==> config.mk <==
export PLATFORM = sky130hd
export DESIGN_NAME = uart_rx_frame
export DESIGN_NICKNAME = d
export VERILOG_FILES = /design/src/rtl/uart_rx_frame.sv
export SDC_FILE = /design/constraint.sdc
export NUM_CORES = 1
export LEC_CHECK = 0
export ABC_AREA = 0
export CAP_MARGIN = 0
export CORE_MARGIN = 2
export CORE_UTILIZATION = 47
export CTS_BUF_LIST = sky130_fd_sc_hd__clkbuf_4 sky130_fd_sc_hd__clkbuf_8
export CTS_CLUSTER_DIAMETER = 40
export CTS_CLUSTER_SIZE = 30
export DETAILED_ROUTE_END_ITERATION = 7
export DONT_BUFFER_PORTS = 1
export SLEW_MARGIN = 40
export SYNTH_ARGS = -nofsm -noshare
export SYNTH_HDL_FRONTEND = slang
export SYNTH_SLANG_ARGS = --single-unit
==> constraint.sdc <==
create_clock -name clk -period 4.1 [get_ports clk]
set_input_delay 0.41 -clock clk [delete_from_list [all_inputs] [get_ports clk]]
set_output_delay 0.41 -clock clk [all_outputs]
set_load 0.05 [all_outputs]
==> src/rtl/uart_rx_frame.sv <==
// -----------------------------------------------------------------------------
// uart_rx_frame
//
// UART receiver with 16x oversampling. It receives frames of 1 start bit,
// 8 data bits (LSB first), an optional even/odd parity bit and 1 stop bit.
// Each finished frame produces a one-cycle rx_valid pulse. On that same cycle
// rx_data, parity_err and frame_err are updated, and they hold until the next
// pulse. Every bit is decided by a majority vote of three oversamples taken
// around mid-bit.
//
// Parameters
//   BAUD_DIV     clk cycles per oversample tick (one bit = 16*BAUD_DIV clk)
//   SYNC_STAGES  flops in the rxd synchronizer (values below 2 are raised to 2)
//
// Ports
//   clk          system clock, rising edge
//   rst_n        asynchronous active-low reset; aborts any frame in progress
//   parity_en    1 = frame carries a parity bit (latched at the start edge)
//   parity_kind  0 = even, 1 = odd parity (latched at the start edge)
//   rxd          serial line, idle high, asynchronous to clk
//   rx_data      last received byte
//   rx_valid     one-cycle pulse: frame complete, status outputs updated
//   parity_err   parity mismatch on the last frame
//   frame_err    stop bit sampled low on the last frame
//   busy         high from start-edge detection until the return to IDLE
// -----------------------------------------------------------------------------
module uart_rx_frame #(
  parameter int BAUD_DIV    = 163,
  parameter int SYNC_STAGES = 2
) (
  input  logic       clk,
  input  logic       rst_n,
  input  logic       parity_en,
  input  logic       parity_kind,
  input  logic       rxd,
  output logic [7:0] rx_data,
  output logic       rx_valid,
  output logic       parity_err,
  output logic       frame_err,
  output logic       busy
);

  localparam int SYNC_N = (SYNC_STAGES < 2) ? 2 : SYNC_STAGES;
  localparam int DIV_W  = (BAUD_DIV > 1) ? $clog2(BAUD_DIV) : 1;
  localparam logic [DIV_W-1:0] DIV_LAST = DIV_W'(BAUD_DIV - 1);

  // Oversample counts that bracket mid-bit, plus the last count of a bit.
  localparam logic [3:0] SAMP_A    = 4'd7;
  localparam logic [3:0] SAMP_B    = 4'd8;
  localparam logic [3:0] SAMP_C    = 4'd9;
  localparam logic [3:0] SAMP_LAST = 4'd15;

  typedef enum logic [2:0] {
    S_IDLE,
    S_START,
    S_DATA,
    S_PARITY,
    S_STOP,
    S_BREAK
  } state_t;

  state_t state_q, state_d;

  // ---------------------------------------------------------------------------
  // Input synchronizer and edge detect
  // ---------------------------------------------------------------------------
  logic [SYNC_N-1:0] sync_q;
  logic              rxs;
  logic              rxs_d;
  logic              fall;

  // NOTE: sequential state is always assigned with <= so every flop samples
  // the pre-edge value of its inputs, whatever the statement order.
  always_ff @(posedge clk or negedge rst_n) begin
    if (!rst_n) begin
      sync_q <= '1;
      rxs_d  <= 1'b1;
    end else begin
      sync_q <= {sync_q[SYNC_N-2:0], rxd};
      rxs_d  <= rxs;
    end
  end

  assign rxs  = sync_q[SYNC_N-1];
  assign fall = rxs_d & ~rxs;

  // ---------------------------------------------------------------------------
  // Oversample tick generator
  // Held at 0 in IDLE, so the first tick of a frame lands exactly BAUD_DIV
  // cycles after the start edge. In BREAK it is also held while the line is
  // low, so the high-time count only advances during a continuous high level.
  // ---------------------------------------------------------------------------
  logic [DIV_W-1:0] div_cnt;
  logic             div_run;
  logic             tick;

  assign div_run = (state_q != S_IDLE) && !((state_q == S_BREAK) && !rxs);
  assign tick    = div_run && (div_cnt == DIV_LAST);

  always_ff @(posedge clk or negedge rst_n) begin
    if (!rst_n) begin
      div_cnt <= '0;
    end else if (!div_run || tick) begin
      div_cnt <= '0;
    end else begin
      div_cnt <= div_cnt + DIV_W'(1);
    end
  end

  // ---------------------------------------------------------------------------
  // Sample counter and majority vote
  // Samples at counts 7 and 8 are stored. The live sample at count 9 completes
  // the vote, and the decision is acted on during that count-9 tick.
  // ---------------------------------------------------------------------------
  logic [3:0] samp_cnt;
  logic       samp_clr;
  logic       vote_a;
  logic       vote_b;
  logic       vote;
  logic       decide;

  always_ff @(posedge clk or negedge rst_n) begin
    if (!rst_n) begin
      samp_cnt <= '0;
    end else if (samp_clr) begin
      samp_cnt <= '0;
    end else if (tick) begin
      samp_cnt <= samp_cnt + 4'd1;
    end
  end

  always_ff @(posedge clk or negedge rst_n) begin
    if (!rst_n) begin
      vote_a <= 1'b1;
      vote_b <= 1'b1;
    end else begin
      if (tick && (samp_cnt == SAMP_A)) vote_a <= rxs;
      if (tick && (samp_cnt == SAMP_B)) vote_b <= rxs;
    end
  end

  assign vote   = (vote_a & vote_b) | (vote_a & rxs) | (vote_b & rxs);
  assign decide = tick && (samp_cnt == SAMP_C);

  // ---------------------------------------------------------------------------
  // Frame FSM
  // ---------------------------------------------------------------------------
  logic [2:0] bit_cnt;
  logic       start_seen;
  logic       shift_en;
  logic       par_chk;
  logic       frame_done;
  logic       par_en_q;

  always_ff @(posedge clk or negedge rst_n) begin
    if (!rst_n) begin
      state_q <= S_IDLE;
    end else begin
      state_q <= state_d;
    end
  end

  // NOTE: every output of this block gets a default before the case statement,
  // so no path leaves a signal unassigned and no latch is inferred.
  always_comb begin
    state_d    = state_q;
    samp_clr   = 1'b0;
    start_seen = 1'b0;
    shift_en   = 1'b0;
    par_chk    = 1'b0;
    frame_done = 1'b0;
    case (state_q)
      S_IDLE: begin
        samp_clr = 1'b1;
        if (fall) begin
          start_seen = 1'b1;
          state_d    = S_START;
        end
      end
      S_START: begin
        // A high vote at mid start bit is a glitch, not a frame.
        if (decide) state_d = vote ? S_IDLE : S_DATA;
      end
      S_DATA: begin
        if (decide) begin
          shift_en = 1'b1;
          if (bit_cnt == 3'd7) state_d = par_en_q ? S_PARITY : S_STOP;
        end
      end
      S_PARITY: begin
        if (decide) begin
          par_chk = 1'b1;
          state_d = S_STOP;
        end
      end
      S_STOP: begin
        if (decide) begin
          frame_done = 1'b1;
          // Leave at mid stop bit so a back-to-back start edge is not missed.
          if (vote) begin
            state_d = S_IDLE;
          end else begin
            state_d  = S_BREAK;
            samp_clr = 1'b1;
          end
        end
      end
      S_BREAK: begin
        // Any low level restarts the 16-tick high-time qualification.
        if (!rxs) begin
          samp_clr = 1'b1;
        end else if (tick && (samp_cnt == SAMP_LAST)) begin
          state_d = S_IDLE;
        end
      end
      default: begin
        state_d = S_IDLE;
      end
    endcase
  end

  assign busy = (state_q != S_IDLE);

  // ---------------------------------------------------------------------------
  // Datapath: configuration latch, shift register, bit counter, parity check
  // ---------------------------------------------------------------------------
  logic [7:0] shift_q;
  logic       perr_q;
  logic       par_kind_q;

  // NOTE: these are individual flops, not a RAM, so they take the async reset
  // like the rest of the state. The shift register value is only used once a
  // full frame has been shifted in.
  always_ff @(posedge clk or negedge rst_n) begin
    if (!rst_n) begin
      shift_q    <= '0;
      bit_cnt    <= '0;
      perr_q     <= 1'b0;
      par_en_q   <= 1'b0;
      par_kind_q <= 1'b0;
    end else begin
      if (start_seen) begin
        par_en_q   <= parity_en;
        par_kind_q <= parity_kind;
        perr_q     <= 1'b0;
        bit_cnt    <= '0;
      end
      if (shift_en) begin
        shift_q <= {vote, shift_q[7:1]};
        bit_cnt <= bit_cnt + 3'd1;
      end
      // Expected parity bit is XOR of the data, inverted for odd parity.
      if (par_chk) begin
        perr_q <= vote ^ (^shift_q) ^ par_kind_q;
      end
    end
  end

  // ---------------------------------------------------------------------------
  // Output registers: updated only on the frame-complete cycle
  // ---------------------------------------------------------------------------
  always_ff @(posedge clk or negedge rst_n) begin
    if (!rst_n) begin
      rx_data    <= '0;
      rx_valid   <= 1'b0;
      parity_err <= 1'b0;
      frame_err  <= 1'b0;
    end else begin
      rx_valid <= frame_done;
      if (frame_done) begin
        rx_data    <= shift_q;
        parity_err <= perr_q;
        frame_err  <= ~vote;
      end
    end
  end

endmodule

* Word level (Yosys, flattened, before mapping)
Cells that the tools add are included. Widths: inputs -> output; s select.
Storage, ports and cells: bits in registers 45, input port bits 5
Operators by class: reduce and logical (&&, ||, !) cells 18, muxes and demuxes 29, bitwise logic cells 10, eq/ne operators 19, add/subtract/negate cells 3
Operators with widths (number):
- $mux 3 | 12
- $pmux 3 s6 | 1
- $ne 2x2->1 const B | 7
- $eq 4x4->1 const B | 3
- $mux 1 | 11
- $eq 3x3->1 const B | 3
- $add 8x1->8 const B | 1
- $eq 8x8->1 const B | 1
- $mux 4 | 2
- $mux 8 | 1
- $reduce_and 8->1 | 1
- $reduce_xor 8->1 | 1
- $logic_and 1x1->1 | 7
- $eq 3x2->1 const B | 2
- $reduce_bool 2->1 | 3
- $add 4x1->4 const B | 1
- $and 1x1->1 | 4
- $eq 4x3->1 const B | 1
- $add 3x1->3 const B | 1
- $eq 3x1->1 const B | 1
- $logic_not 1->1 | 3
- $logic_not 3->1 | 1
- $pmux 1 s3 | 1
- $reduce_bool 3->1 | 1
- other kinds (6) | 9

* Longest topological paths before layout
Gate-level depths: netlist (run 1).
depth in word-level cells 9, mapped depth 8

* Worst setup path before layout (run 1)
OpenSTA, ideal clock, no wires.
path type register to register, start point reg div_cnt[0], end point reg shift_q[3], cell stages (with the launch flop) 8, period minus slack after synthesis 1932 ps, arrival time 1808 ps, path buffers 1, data required time 3975 ps, setup slack 2168 ps, cell sequence dfrtp_1 -> inv_1 -> ha_1 -> and4b_4 -> nand2_4 -> nor4_4 -> buf_4 -> mux2_2
On the way: word-level cells in the longest chain between the ends 5
Ends and longest elaborated chain:
- start: declaration | line 93 | logic [DIV_W-1:0] div_cnt;
- start signal: assignment | line 106 | div_cnt <= div_cnt + DIV_W'(1);
- $eq 8x8->1 | line 98 | assign tick = div_run && (div_cnt == DIV_LAST);
- $logic_and 1x1->1 | line 98
- $logic_and 1x1->1 | line 143 | assign decide = tick && (samp_cnt == SAMP_C);
- $mux 1 | line 185 | if (decide) begin
- $mux 1 | line 172 | case (state_q)
- end signal: assignment | line 249 | shift_q <= {vote, shift_q[7:1]};
- end: declaration | line 227 | logic [7:0] shift_q;
No other way between the ends. A chain may end at the register's enable or synchronous reset.

* Final worst setup path (run 1)
start point reg div_cnt[0], end point reg shift_q[0]
The elaborated chain is that of the path after synthesis.

==> results by stage, run 1 <==
STA:
- The minimum setup slack in the final design is 1.82 ns.
- The number of max-slew violations in the final report is 0.
- For the pin with the worst max-slew slack, the measured transition is 0.830 ns.
- Setup repair after global routing left no endpoint under its margin.
- The final-report hold violation count is 0.
- The summed negative setup slack over all endpoints is 0 ns.
- The timing-limited maximum frequency is 438 MHz.
- The worst pin sits at a relative slew slack of 44.2%.
- Setup violations remaining at the end of the flow were counted as 0.
- The minimum period implied by the final worst setup slack is 2.28 ns.
- The final clock skew is 0.00500 ns.
- Hold is met by 0.106 ns.
- The share of the cycle needed by the critical path after routing is 55.7%.

Route:
- The detailed-route vias per instance is 5.44.
- The total routed wirelength is 3920 um.
- The number of nets with antenna violations after detailed routing is 0.
- For this run, design rule violations remaining after detail routing come to 0.
- The routed layout has 1409 vias.
- The count of routing violations after the opening detailed-route iteration is 37.
- Dividing the detail-routed wire length by the instance count gives 15.1 um.
- For this run, the detailed router's first-pass iteration total came to 4.

Worst setup path:
- The worst reg2reg path depth is 6.
- Following the worst setup path forward leads to its endpoint at shift_q[0].
- The number of stages on the worst setup path is 6.
- For flop-to-flop paths, the worst setup slack is 1.82 ns.
- Grouping stages by cell kind, the critical path spends the most delay in simple AND/OR/NAND/NOR gates.
- The signal on the critical path passes through inv_1, ha_1, and4b_4, nand2_4, nor4_4, mux2_2.
- The endpoint of the most critical register-to-register path is shift_q[0].
- The setup path with the least slack is of type reg2reg.
- The required time of the critical path is 4.29 ns.
- The biggest fanout along the worst timing path is 13.
- The worst setup path is captured at a register.
- The slowest stage cell on the critical path is sky130_fd_sc_hd__nor4_4.
- The worst endpoint data arrival time is 2.47 ns.
- The worst setup path is launched from a register.
- The startpoint of the worst setup timing path is div_cnt[0].
- The number of buffers and inverters on the critical path is 1.
- The peak per-stage delay on the critical path is 0.75 ns.
- The worst register-to-register path begins at div_cnt[0].

Floorplan:
- The number of core rows is 24.
- The die is 72.5 um tall.
- The die width is 72.5 um.
- The effective utilization at floorplan is 49.7%.
- The floorplan step defined a die boundary enclosing 5260 um2.
- The placeable core area is 4440 um2.
- During I/O placement, the number of pins put on the boundary was 17.

Synth:
- A synthesized cell averages 10.9 um2.
- Summing the sequential cell areas from Yosys gives 51.3% of the chip area.
- The number of distinct library cell variants in the gate-level netlist after synthesis is 47.
- Summed over all instances, the cell type with the most area after synthesis is sky130_fd_sc_hd__dfrtp_1.
- The mapped cell area is 2210 um2.
- When the netlist entered floorplanning its net count stood at 214.
- The top-area cell type share of the netlist area is 45.3%.
- The number of enable-type register cells in the synthesized netlist is 0.
- By area the synthesized netlist is led by sky130_fd_sc_hd__dfrtp_1 45%, sky130_fd_sc_hd__nand2_1 6.1%, sky130_fd_sc_hd__dfstp_2 5.9%, sky130_fd_sc_hd__xnor2_1 4.8%, sky130_fd_sc_hd__mux2_2 4.6%.
- Synthesis produced a netlist whose cell count is 202.
- The most used flip-flop cell after synthesis is sky130_fd_sc_hd__dfrtp_1.
- The number of warnings reported in the yosys synthesis log is 0.
- The synthesized flop and latch total is 45.
- After synthesis, the share of flip-flops with an asynchronous set or reset is 100%.

Clock tree:
- TritonCTS built the clock tree.
- CTS built an H-tree with a depth of 2.
- The post-CTS setup repair buffer count is 0.
- Counting every sink on the clock net gives 45.
- The total clock buffers created by CTS is 5.
- The clock reaches the later pin of the worst-skew pair after 0.30 ns.
- The buffer type at the clock tree root is sky130_fd_sc_hd__clkbuf_8.
- No sink is reached through more buffers than the 2 on the longest clock path.
- Clock-pin slew was measured on the worst setup and hold paths at 0.09 ns.

GRT:
- The initial antenna violation count is 0.
- The total global routing overflow is 0.
- The maximum number of pins on one net before global-route repair is 46.
- Global routing used 16.5% of the available tracks across all layers.
- The via count of the first global-routing pass is 1463.
- The wire length of the first global-routing pass is 6610 um.

Hold path:
- The class of the most critical hold timing path is in2reg.
- The worst hold path passes through 0 cells.

Power:
- The worst-case IR drop observed on VDD is 298 uV.
- The power density over the cells is 495 nW/um2.
- Summed over all cells, the static leakage comes to 1.13 nW.

Run:
- The number of maximum-capacitance constraint violations is 0.

Placement:
- At the end of routability-driven placement, the weighted congestion stood at 0.812.
- The post-DP HPWL is 2740 um.
- The quantity of I/O buffers inserted on ports is 0.
- Before CTS, the worst setup slack after placement is 1.83 ns.

Run status:
- The flow ran to the end, and the final reports show no timing, DRC or antenna violations.

Cells and area:
- In the final layout, the share of cells above drive strength 1 is 15.9%.
- Measured on the finished design, the core utilization comes to 53.7%.
- The repair_antennas step left the layout with diodes totalling 0.
- In the final design database the tool counted 218 nets.
- The growth of design area from synthesis to finish is 8.10%.
## layer usage
metal | global-route usage (%) | wire (um)
met1 | 20.5 | 1810
met2 | 27.4 | 1910
met5 | 0 | 0
met4 | 6.58 | 61
met3 | 4.44 | 147
## cell usage after synthesis, types with 4 or more instances
master and n:
sky130_fd_sc_hd__nor2_1 18, sky130_fd_sc_hd__dfrtp_1 40, sky130_fd_sc_hd__xor2_1 7, sky130_fd_sc_hd__xnor2_1 12
sky130_fd_sc_hd__nand2b_1 4, sky130_fd_sc_hd__ha_1 7, sky130_fd_sc_hd__inv_1 4, sky130_fd_sc_hd__nand3_1 8
sky130_fd_sc_hd__mux2_2 9, sky130_fd_sc_hd__dfstp_2 5, sky130_fd_sc_hd__nand2_1 36
## cell families (layout without fill, tap and decap cells)
| family | after synthesis | count (layout) | synth area share, % |
|---|---|---|---|
| AO/OA/AOI/OAI | 16 | 16 | 5.27 |
| multiplexers | 16 | 16 | 8.16 |
| flip-flops | 45 | 45 | 51.3 |
| adder cells (fa/ha/maj) | 8 | 8 | 4.42 |
| AND/OR/NAND/NOR | 89 | 89 | 20.9 |
| buffers and inverters | 9 | 14 | 2.44 |
| XOR/XNOR | 19 | 19 | 7.54 |
## how the worst min path moves through the flow
stage | from | endpoint
3_3_place_gp | rst_n | samp_cnt[0]
2_1_floorplan | rst_n | bit_cnt[0]
3_5_place_dp | rst_n | samp_cnt[0]
5_1_grt | rxd | sync_q[0]
6_report | rxd | sync_q[0]
4_1_cts | rxd | sync_q[0]
## flip-flops by register name, indices dropped and copies added (netlist names)
register / count
state_q: 3
rxs_d: 1
div_cnt: 8
rx_data: 8
vote_b: 1
par_kind_q: 1
shift_q: 8
bit_cnt: 3
frame_err: 1
rx_valid: 1
perr_q: 1
samp_cnt: 4
parity_err: 1
sync_q: 2
par_en_q: 1
vote_a: 1
## stage by stage
| step | power, mW | std cells | cell area (um2) |
|---|---|---|---|
| final | 1.18 | 259 | 2390 |
| after global placement | 0.829 | 249 | 2230 |
| after floorplan | 0.793 | 202 | 2210 |
| after global routing | 1.25 | 259 | 2390 |
| after detailed placement | 0.839 | 249 | 2230 |
| after CTS | 1.19 | 259 | 2390 |
## final cells by class
type	count	area, um2
clock inverter	2	38.8
clock buffer	6	76.3
fill	419	2060
sequential	45	1130
inverter	4	15.0
tap	52	65.1
timing repair buffer	2	37.5
multi-input combinational	148	1020
## what timing repair did
action / 4_1_cts / 5_1_grt
hold buffers: 2 / 0
resized for setup: 0 / 0
endpoints found under the hold margin: 45 / 0
setup endpoints to repair: 0 / 0
## power breakdown
group          internal, mW  switching [mW]  total, mW  leakage (nW)
sequential            0.488          0.0720      0.560         0.595
combinational         0.127           0.155      0.281         0.479
clock                 0.190           0.151      0.341        0.0588
total                 0.804           0.378       1.18          1.13
## cell usage in the layout, fill, tap and decap left out, drive strengths merged, types with 2 or more instances in the layout
master and count:
dfstp 5, a21oi 2, a31oi 2, o21bai 2, and3 3, ha 7, xor2 7, nor3 4
or3 3, xnor2 12, clkbuf 6, o21ai 5, nand2b 4, nor2b 3, mux2 13, nor2 19
dfrtp 40, a221oi 2, inv 4, nand2 37, nand3 8, mux2i 3
Note: power is estimated with default switching activity, not from simulation.
==> run 2: changes to the inputs <==
- clock period: 4.1 -> 2 ns (I/O delays scaled with it)
==> run 2 against run 1 <==
Total power is 97% higher; worst hold slack got worse by 0.057 ns; worst setup slack got worse by 1.8 ns; final area up 1.7%; sequential power is 100% higher; critical endpoint is now state_q[2]; utilization up 0.93 points; clock-buffer cell count did not move.
==> results by stage, run 2 (synthesis gave the netlist of run 1 again) <==
Cells and area:
- In the layout the commonest cells are 40 x sky130_fd_sc_hd__dfrtp_1, 36 x sky130_fd_sc_hd__nand2_1, 18 x sky130_fd_sc_hd__nor2_1.
- The number of standard cells in the final layout excluding fillers is 267 (+3.1%).
- The fraction of layout instances using a drive strength above 1 was 19.1% (+3.1 points).
- In the final layout, the registers with the most flip-flops are div_cnt x8, rx_data x8, shift_q x8.
- Leaving out fill and tap cells, the most frequent cell in the layout is sky130_fd_sc_hd__dfrtp_1.
- The final standard cell utilization of the core is 54.6% (+0.93 points).
- The number of nets in the layout was 226 (+3.7%).
- The number of diodes added for antenna fixing came to 0 (unchanged).
- Relative to the synthesized area, the layout overhead comes to 9.97%.

GRT:
- The combined global-route utilization of all metal layers is 17.1% (+0.59 points).
- The initial antenna violation count was 0 (unchanged).
- The maximum number of pins on one net before global-route repair is 46 (unchanged).
- The routing usage on met3 is 4.58% (+0.14 points).
- The total global routing overflow is 0 (unchanged).
- The via count of the first global-routing pass is 1435 (-1.9%).
- The routing usage on met1 is 22.8% (+2.3 points).
- The wire length of the first global-routing pass is 6780 um (+2.5%).
- The peak-usage layer in the global routing report is met2.
- The global-route track usage on met2 was 26.2% (-1.2 points).

STA:
- The number of max-slew violations in the final report is 0 (unchanged).
- The count of final setup violators is 0 (unchanged).
- Setup repair after global routing could not meet its margin everywhere.
- The worst slew margin relative to its limit is 67.0% (+23 points).
- The final clock skew is 0.00388 ns (-0.00112 ns).
- The timing-limited maximum frequency is 512 MHz (+17%).
- The minimum setup slack in the final design is 0.0456 ns (-1.77 ns).
- The hold slack is 0.0490 ns (-0.0568 ns).
- The transition time of the tightest slew-check pin came to 0.496 ns (-0.335 ns).
- The final-report hold violation count is 0 (unchanged).
- The share of the cycle needed by the critical path after routing is 97.7% (+42 points).
- The minimum period implied by the final worst setup slack is 1.95 ns (-0.330 ns).

Worst setup path:
- The classification of the worst setup path is reg2reg.
- The required time of the critical path is 2.18 ns (-2.11 ns).
- The endpoint kind of the worst setup timing path is a register.
- The critical path startpoint category is a register.
- The worst endpoint data arrival time is 2.13 ns (-0.34 ns).
- The biggest fanout along the worst timing path is 4 (-9).

Placement:
- The number of cells in the design after placement is 254 (+2.0%).
- The quantity of I/O buffers inserted on ports came to 0 (unchanged).
- The post-DP HPWL is 2840 um (+3.6%).
- The setup slack at placement came to -0.0199 ns (-1.85 ns).
- The global placer's final weighted congestion is 0.872 (+7.4%).

Route:
- The total routed wirelength was 3910 um (-0.20%).
- The number of detailed-route iterations in the first pass is 4 (unchanged).
- The number of nets with antenna violations after detailed routing is 0 (unchanged).
- The mean routed wirelength per cell is 14.7 um (-3.2%).
- The detailed-route vias per instance is 5.45 (+0.17%).
- The count of routing violations after the opening detailed-route iteration is 45 (+22%).
- The total vias in the final route came to 1455 (+3.3%).
- The remaining design rule violation count is 0 (unchanged).

Floorplan:
- The placeable core area is 4440 um2 (unchanged).
- The number of core rows is 24 (unchanged).
- The chip height is 72.5 um (unchanged).
- The effective utilization at floorplan is 49.7% (unchanged).
- The die width came to 72.5 um (unchanged).
- The die area came to 5260 um2 (unchanged).
- The top-level port count is 17 (unchanged).

Clock tree:
- The tree is rooted in a sky130_fd_sc_hd__clkbuf_8.
- The number of clock sinks is 45 (unchanged).
- TritonCTS built the clock tree.
- The clock latency of the later-clocked register in the worst-skew pair is 0.29 ns (about the same).
- The maximum root-to-sink buffer count is 2 (unchanged).
- The total clock buffers created by CTS is 5 (unchanged).
- The clock slew at the register clock pins of the worst setup and hold paths came to 0.08 ns (about the same).
- The maximum level of the CTS H-tree is 2 (unchanged).

Run:
- The number of maximum-capacitance constraint violations is 0 (unchanged).

Power:
- The standby leakage power came to 1.17 nW (+3.1%).
- The peak supply drop came to 598 uV (+100%).
- The power density over the cells is 960 nW/um2 (+94%).

Hold path:
- The class of the most critical hold timing path is in2reg.

Run status:
- The flow ran to the end, and the final reports show no timing, DRC or antenna violations.
[run 2: layout make-up]
class / instances / area, um2
Clock buffer: 6 / 76.3
Clock inverter: 2 / 10.0
Fill cell: 390 / 2020
Inverter: 4 / 15.0
Multi-Input combinational cell: 148 / 1030
Sequential cell: 45 / 1130
Tap cell: 52 / 65.1
Timing Repair Buffer: 10 / 104
[run 2: final timing paths]
check | start | endpoint | slack [ns] | cells after the start
setup / recovery | samp_cnt[0] | state_q[2] | 0.05 | 6
hold / removal | parity_en | par_en_q | 0.05 | 1
setup reg to reg | samp_cnt[0] | state_q[2] | 0.05 | 6
hold reg to reg | sync_q[0] | sync_q[1] | 0.36 | 0
max in group asynchronous | rst_n | rxs_d | 1.32 | 2
min in group asynchronous | rst_n | samp_cnt[2] | 0.41 | 2
[run 2: metal layers]
metal / share of wire [%] / up-vias
met3: 3.6 / 8
met4: 2.3 / 0
li1: - / 705
met1: 45 / 718
met2: 49 / 24
met5: 0 / -
[run 2: report_power, final]
group          switching, mW  total, mW  internal (mW)
registers              0.137       1.14           1.00
clock network          0.289      0.544          0.256
logic                  0.343      0.650          0.306
[run 2: timing repair]
action / CTS / global route
hold buffers: 3 / 0
resized for setup: 0 / 2
hold endpoints to repair: 46 / 0
buffers inserted: 1 / 1
pin swaps: 1 / 0
setup endpoints to repair: 1 / 13
[run 2: per-stage QoR]
| stage | power [mW] | TNS, ns | instance area [um2] |
|---|---|---|---|
| final | 2.33 | 0 | 2430 |
| after global routing | 2.47 | -0.0136 | 2430 |
| after CTS | 2.36 | 0 | 2410 |
| after detailed placement | 1.75 | -0.0199 | 2270 |
| after global placement | 1.73 | 0 | 2270 |
| after floorplan | 1.63 | 0 | 2210 |
[run 2: worst max-delay path, cell delays in order, from the launching register on]
cell and delay (ns):
sky130_fd_sc_hd__dfrtp_1 0.43, sky130_fd_sc_hd__ha_1 0.23, sky130_fd_sc_hd__and3b_1 0.23, sky130_fd_sc_hd__a221oi_1 0.36
sky130_fd_sc_hd__a221oi_2 0.11, sky130_fd_sc_hd__buf_4 0.16, sky130_fd_sc_hd__a221o_1 0.31
==> run 3: changes to the inputs <==
- GPL_ROUTABILITY_DRIVEN: not set -> 0
==> results of run 3 <==
Final layout, timing and power as in run 2 (identical DEF).
==> RTL change: new RTL, flow settings as in run 1 <==
Make the reset (`rst_n`) synchronous in 7 clocked blocks. Comments in the files are not updated.
--- a/src/rtl/uart_rx_frame.sv
+++ b/src/rtl/uart_rx_frame.sv
@@ -71,7 +71,7 @@
 
   // NOTE: sequential state is always assigned with <= so every flop samples
   // the pre-edge value of its inputs, whatever the statement order.
-  always_ff @(posedge clk or negedge rst_n) begin
+  always_ff @(posedge clk) begin
     if (!rst_n) begin
       sync_q <= '1;
       rxs_d  <= 1'b1;
@@ -97,7 +97,7 @@
   assign div_run = (state_q != S_IDLE) && !((state_q == S_BREAK) && !rxs);
   assign tick    = div_run && (div_cnt == DIV_LAST);
 
-  always_ff @(posedge clk or negedge rst_n) begin
+  always_ff @(posedge clk) begin
     if (!rst_n) begin
       div_cnt <= '0;
     end else if (!div_run || tick) begin
@@ -119,7 +119,7 @@
   logic       vote;
   logic       decide;
 
-  always_ff @(posedge clk or negedge rst_n) begin
+  always_ff @(posedge clk) begin
     if (!rst_n) begin
       samp_cnt <= '0;
     end else if (samp_clr) begin
@@ -129,7 +129,7 @@
     end
   end
 
-  always_ff @(posedge clk or negedge rst_n) begin
+  always_ff @(posedge clk) begin
     if (!rst_n) begin
       vote_a <= 1'b1;
       vote_b <= 1'b1;
@@ -152,7 +152,7 @@
   logic       frame_done;
   logic       par_en_q;
 
-  always_ff @(posedge clk or negedge rst_n) begin
+  always_ff @(posedge clk) begin
     if (!rst_n) begin
       state_q <= S_IDLE;
     end else begin
@@ -231,7 +231,7 @@
   // NOTE: these are individual flops, not a RAM, so they take the async reset
   // like the rest of the state. The shift register value is only used once a
   // full frame has been shifted in.
-  always_ff @(posedge clk or negedge rst_n) begin
+  always_ff @(posedge clk) begin
     if (!rst_n) begin
       shift_q    <= '0;
       bit_cnt    <= '0;
@@ -259,7 +259,7 @@
   // ---------------------------------------------------------------------------
   // Output registers: updated only on the frame-complete cycle
   // ---------------------------------------------------------------------------
-  always_ff @(posedge clk or negedge rst_n) begin
+  always_ff @(posedge clk) begin
     if (!rst_n) begin
       rx_data    <= '0;
       rx_valid   <= 1'b0;
Check against the original RTL: differs if rst_n is asserted again (counterexample within 4 cycles, from zero or initial values and one cycle with rst_n low); with rst_n held inactive, the same outputs for 10 cycles.
==> RTL change against run 1 <==
  * Sequential cell count did not move
  * Wire length fell by 7.2%
  * Synthesized cell count rose by 6.9%
  * Power fell by 19%
  * Worst setup slack improved by 63 ps
  * Clock power fell by 19%
  * First-iteration DRC count rose by 70%
  * Sequential power fell by 12%
  * Combinational power fell by 32%
  * Cell area fell by 5.8%
  * Area after synthesis fell by 3.7%
==> RTL change: results (changes against run 1) <==
| Metric | Value |
|---|---|
| Seq_cells | 45 (unchanged) |
| GRT Resource Usage Total | 15.7% (-0.78 points) |
| Final weighted congestion of routability-driven global placement | 0.788 (-2.9%) |
| Sequential-to-total area share from yosys stat | 42.4% (-8.9 points) |
| Worst vdd rail ir drop | 189 uV (-37%) |
| Net count after synthesis | 228 (+6.5%) |
| Clock skew after layout | 4.09 ps (-0.902 ps) |
| Wire length of the first global-routing pass | 6330 um (-4.2%) |
| Clock network share of area | 4.00% (-0.82 points) |
| Largest cells by area after synthesis | sky130_fd_sc_hd__dfxtp_1 (42%), sky130_fd_sc_hd__mux2i_1 (11%), sky130_fd_sc_hd__nor2_1 (5.8%), sky130_fd_sc_hd__ha_1 (4.1%), sky130_fd_sc_hd__xor2_1 (3.7%) |
| Placed Cells incl. Taps | 260 (+4.4%) |
| Fraction of final layout cells sized beyond drive strength 1 | 9.72% (-6.2 points) |
| Critical Path Max Stage Delay | 730 ps (-20 ps) |
| Pin count of the biggest net entering global routing | 20 (-57%) |
| Post-Syn Instances | 216 (+6.9%) |
| Worst Reg2Reg Path Length in Cells | 5 (-1) |
| DRT iter0 DRCs | 63 (+70%) |
| Worst EP arrival | 2430 ps (-40 ps) |
| Worst Tran Pin Value | 761 ps (-69.3 ps) |
| Invs w/o clock | 5 (+1) |
| Number of antenna violations at the first check in global routing | 0 (unchanged) |
| Layout non-clock buf frac | 0% (-1.6 points) |
| Via density | 5.41 (-0.55%) |
| Router iterations before antenna repair | 5 (+1) |
| Synth cell count leaders | sky130_fd_sc_hd__dfxtp_1 (45), sky130_fd_sc_hd__nor2_1 (33), sky130_fd_sc_hd__mux2i_1 (23), sky130_fd_sc_hd__nand3_1 (11), sky130_fd_sc_hd__nand2_1 (10) |
| Critical path fanouts, max | 15 (+2) |
| Hold WS | 166 ps (+60.1 ps) |
| Nonclk buf count | 0 (-2) |
| Hold worst-path end | vote_a |
| Layout clock buffer count | 5 (-1) |
| Sequential cell area share | 40.0% (-7.4 points) |
| Launching point of the worst reg2reg path | state_q[0] |
| Vias in the first global route | 1,370 (-6.4%) |
| Total wire length | 3640 um (-7.2%) |
| HPWL after detailed placement | 2590 um (-5.5%) |
| Run status | finished, final reports clean |
| Slowest cell on crit path | sky130_fd_sc_hd__nor4bb_2 |
| Fin crit period | 2220 ps (-63.2 ps) |
| Post-place instance area | 2160 um^2 (-3.4%) |
| Via total after detailed routing | 1,450 (+2.9%) |
| Prevailing post-synth register cell | sky130_fd_sc_hd__dfxtp_1 |
| Worst setup slack for register-to-register paths | 1880 ps (+60 ps) |
| Number of cells on the worst hold path | 1 (+1) |
| Endpoint of the worst register-to-register path | state_q[0] |
| Source of the worst hold timing path | rst_n |
[RTL change: power by group]
part / switching [mW] / internal, mW
Combinational: 0.116 / 0.0766
Clock: 0.156 / 0.121
Sequential: 0.0403 / 0.453
[RTL change: kinds of logic after synthesis]
family | share of synthesized area (%)
AND/OR/NAND/NOR | 24.5
flip-flops | 42.4
multiplexers | 10.8
AO/OA/AOI/OAI | 7.06
XOR/XNOR | 7.65
buffers and inverters | 3.00
adder cells (fa/ha/maj) | 4.59
[RTL change: routing by layer]
layer | wire length, um | up-vias | track usage (%) | part of all wire, %
met2 | 1650 | 39 | 24.0 | 45
li1 | - | 738 | - | -
met3 | 163 | 4 | 4.64 | 4.5
met5 | 0 | - | 0 | 0
met4 | 28 | 0 | 5.45 | 0.77
met1 | 1790 | 669 | 21.3 | 49
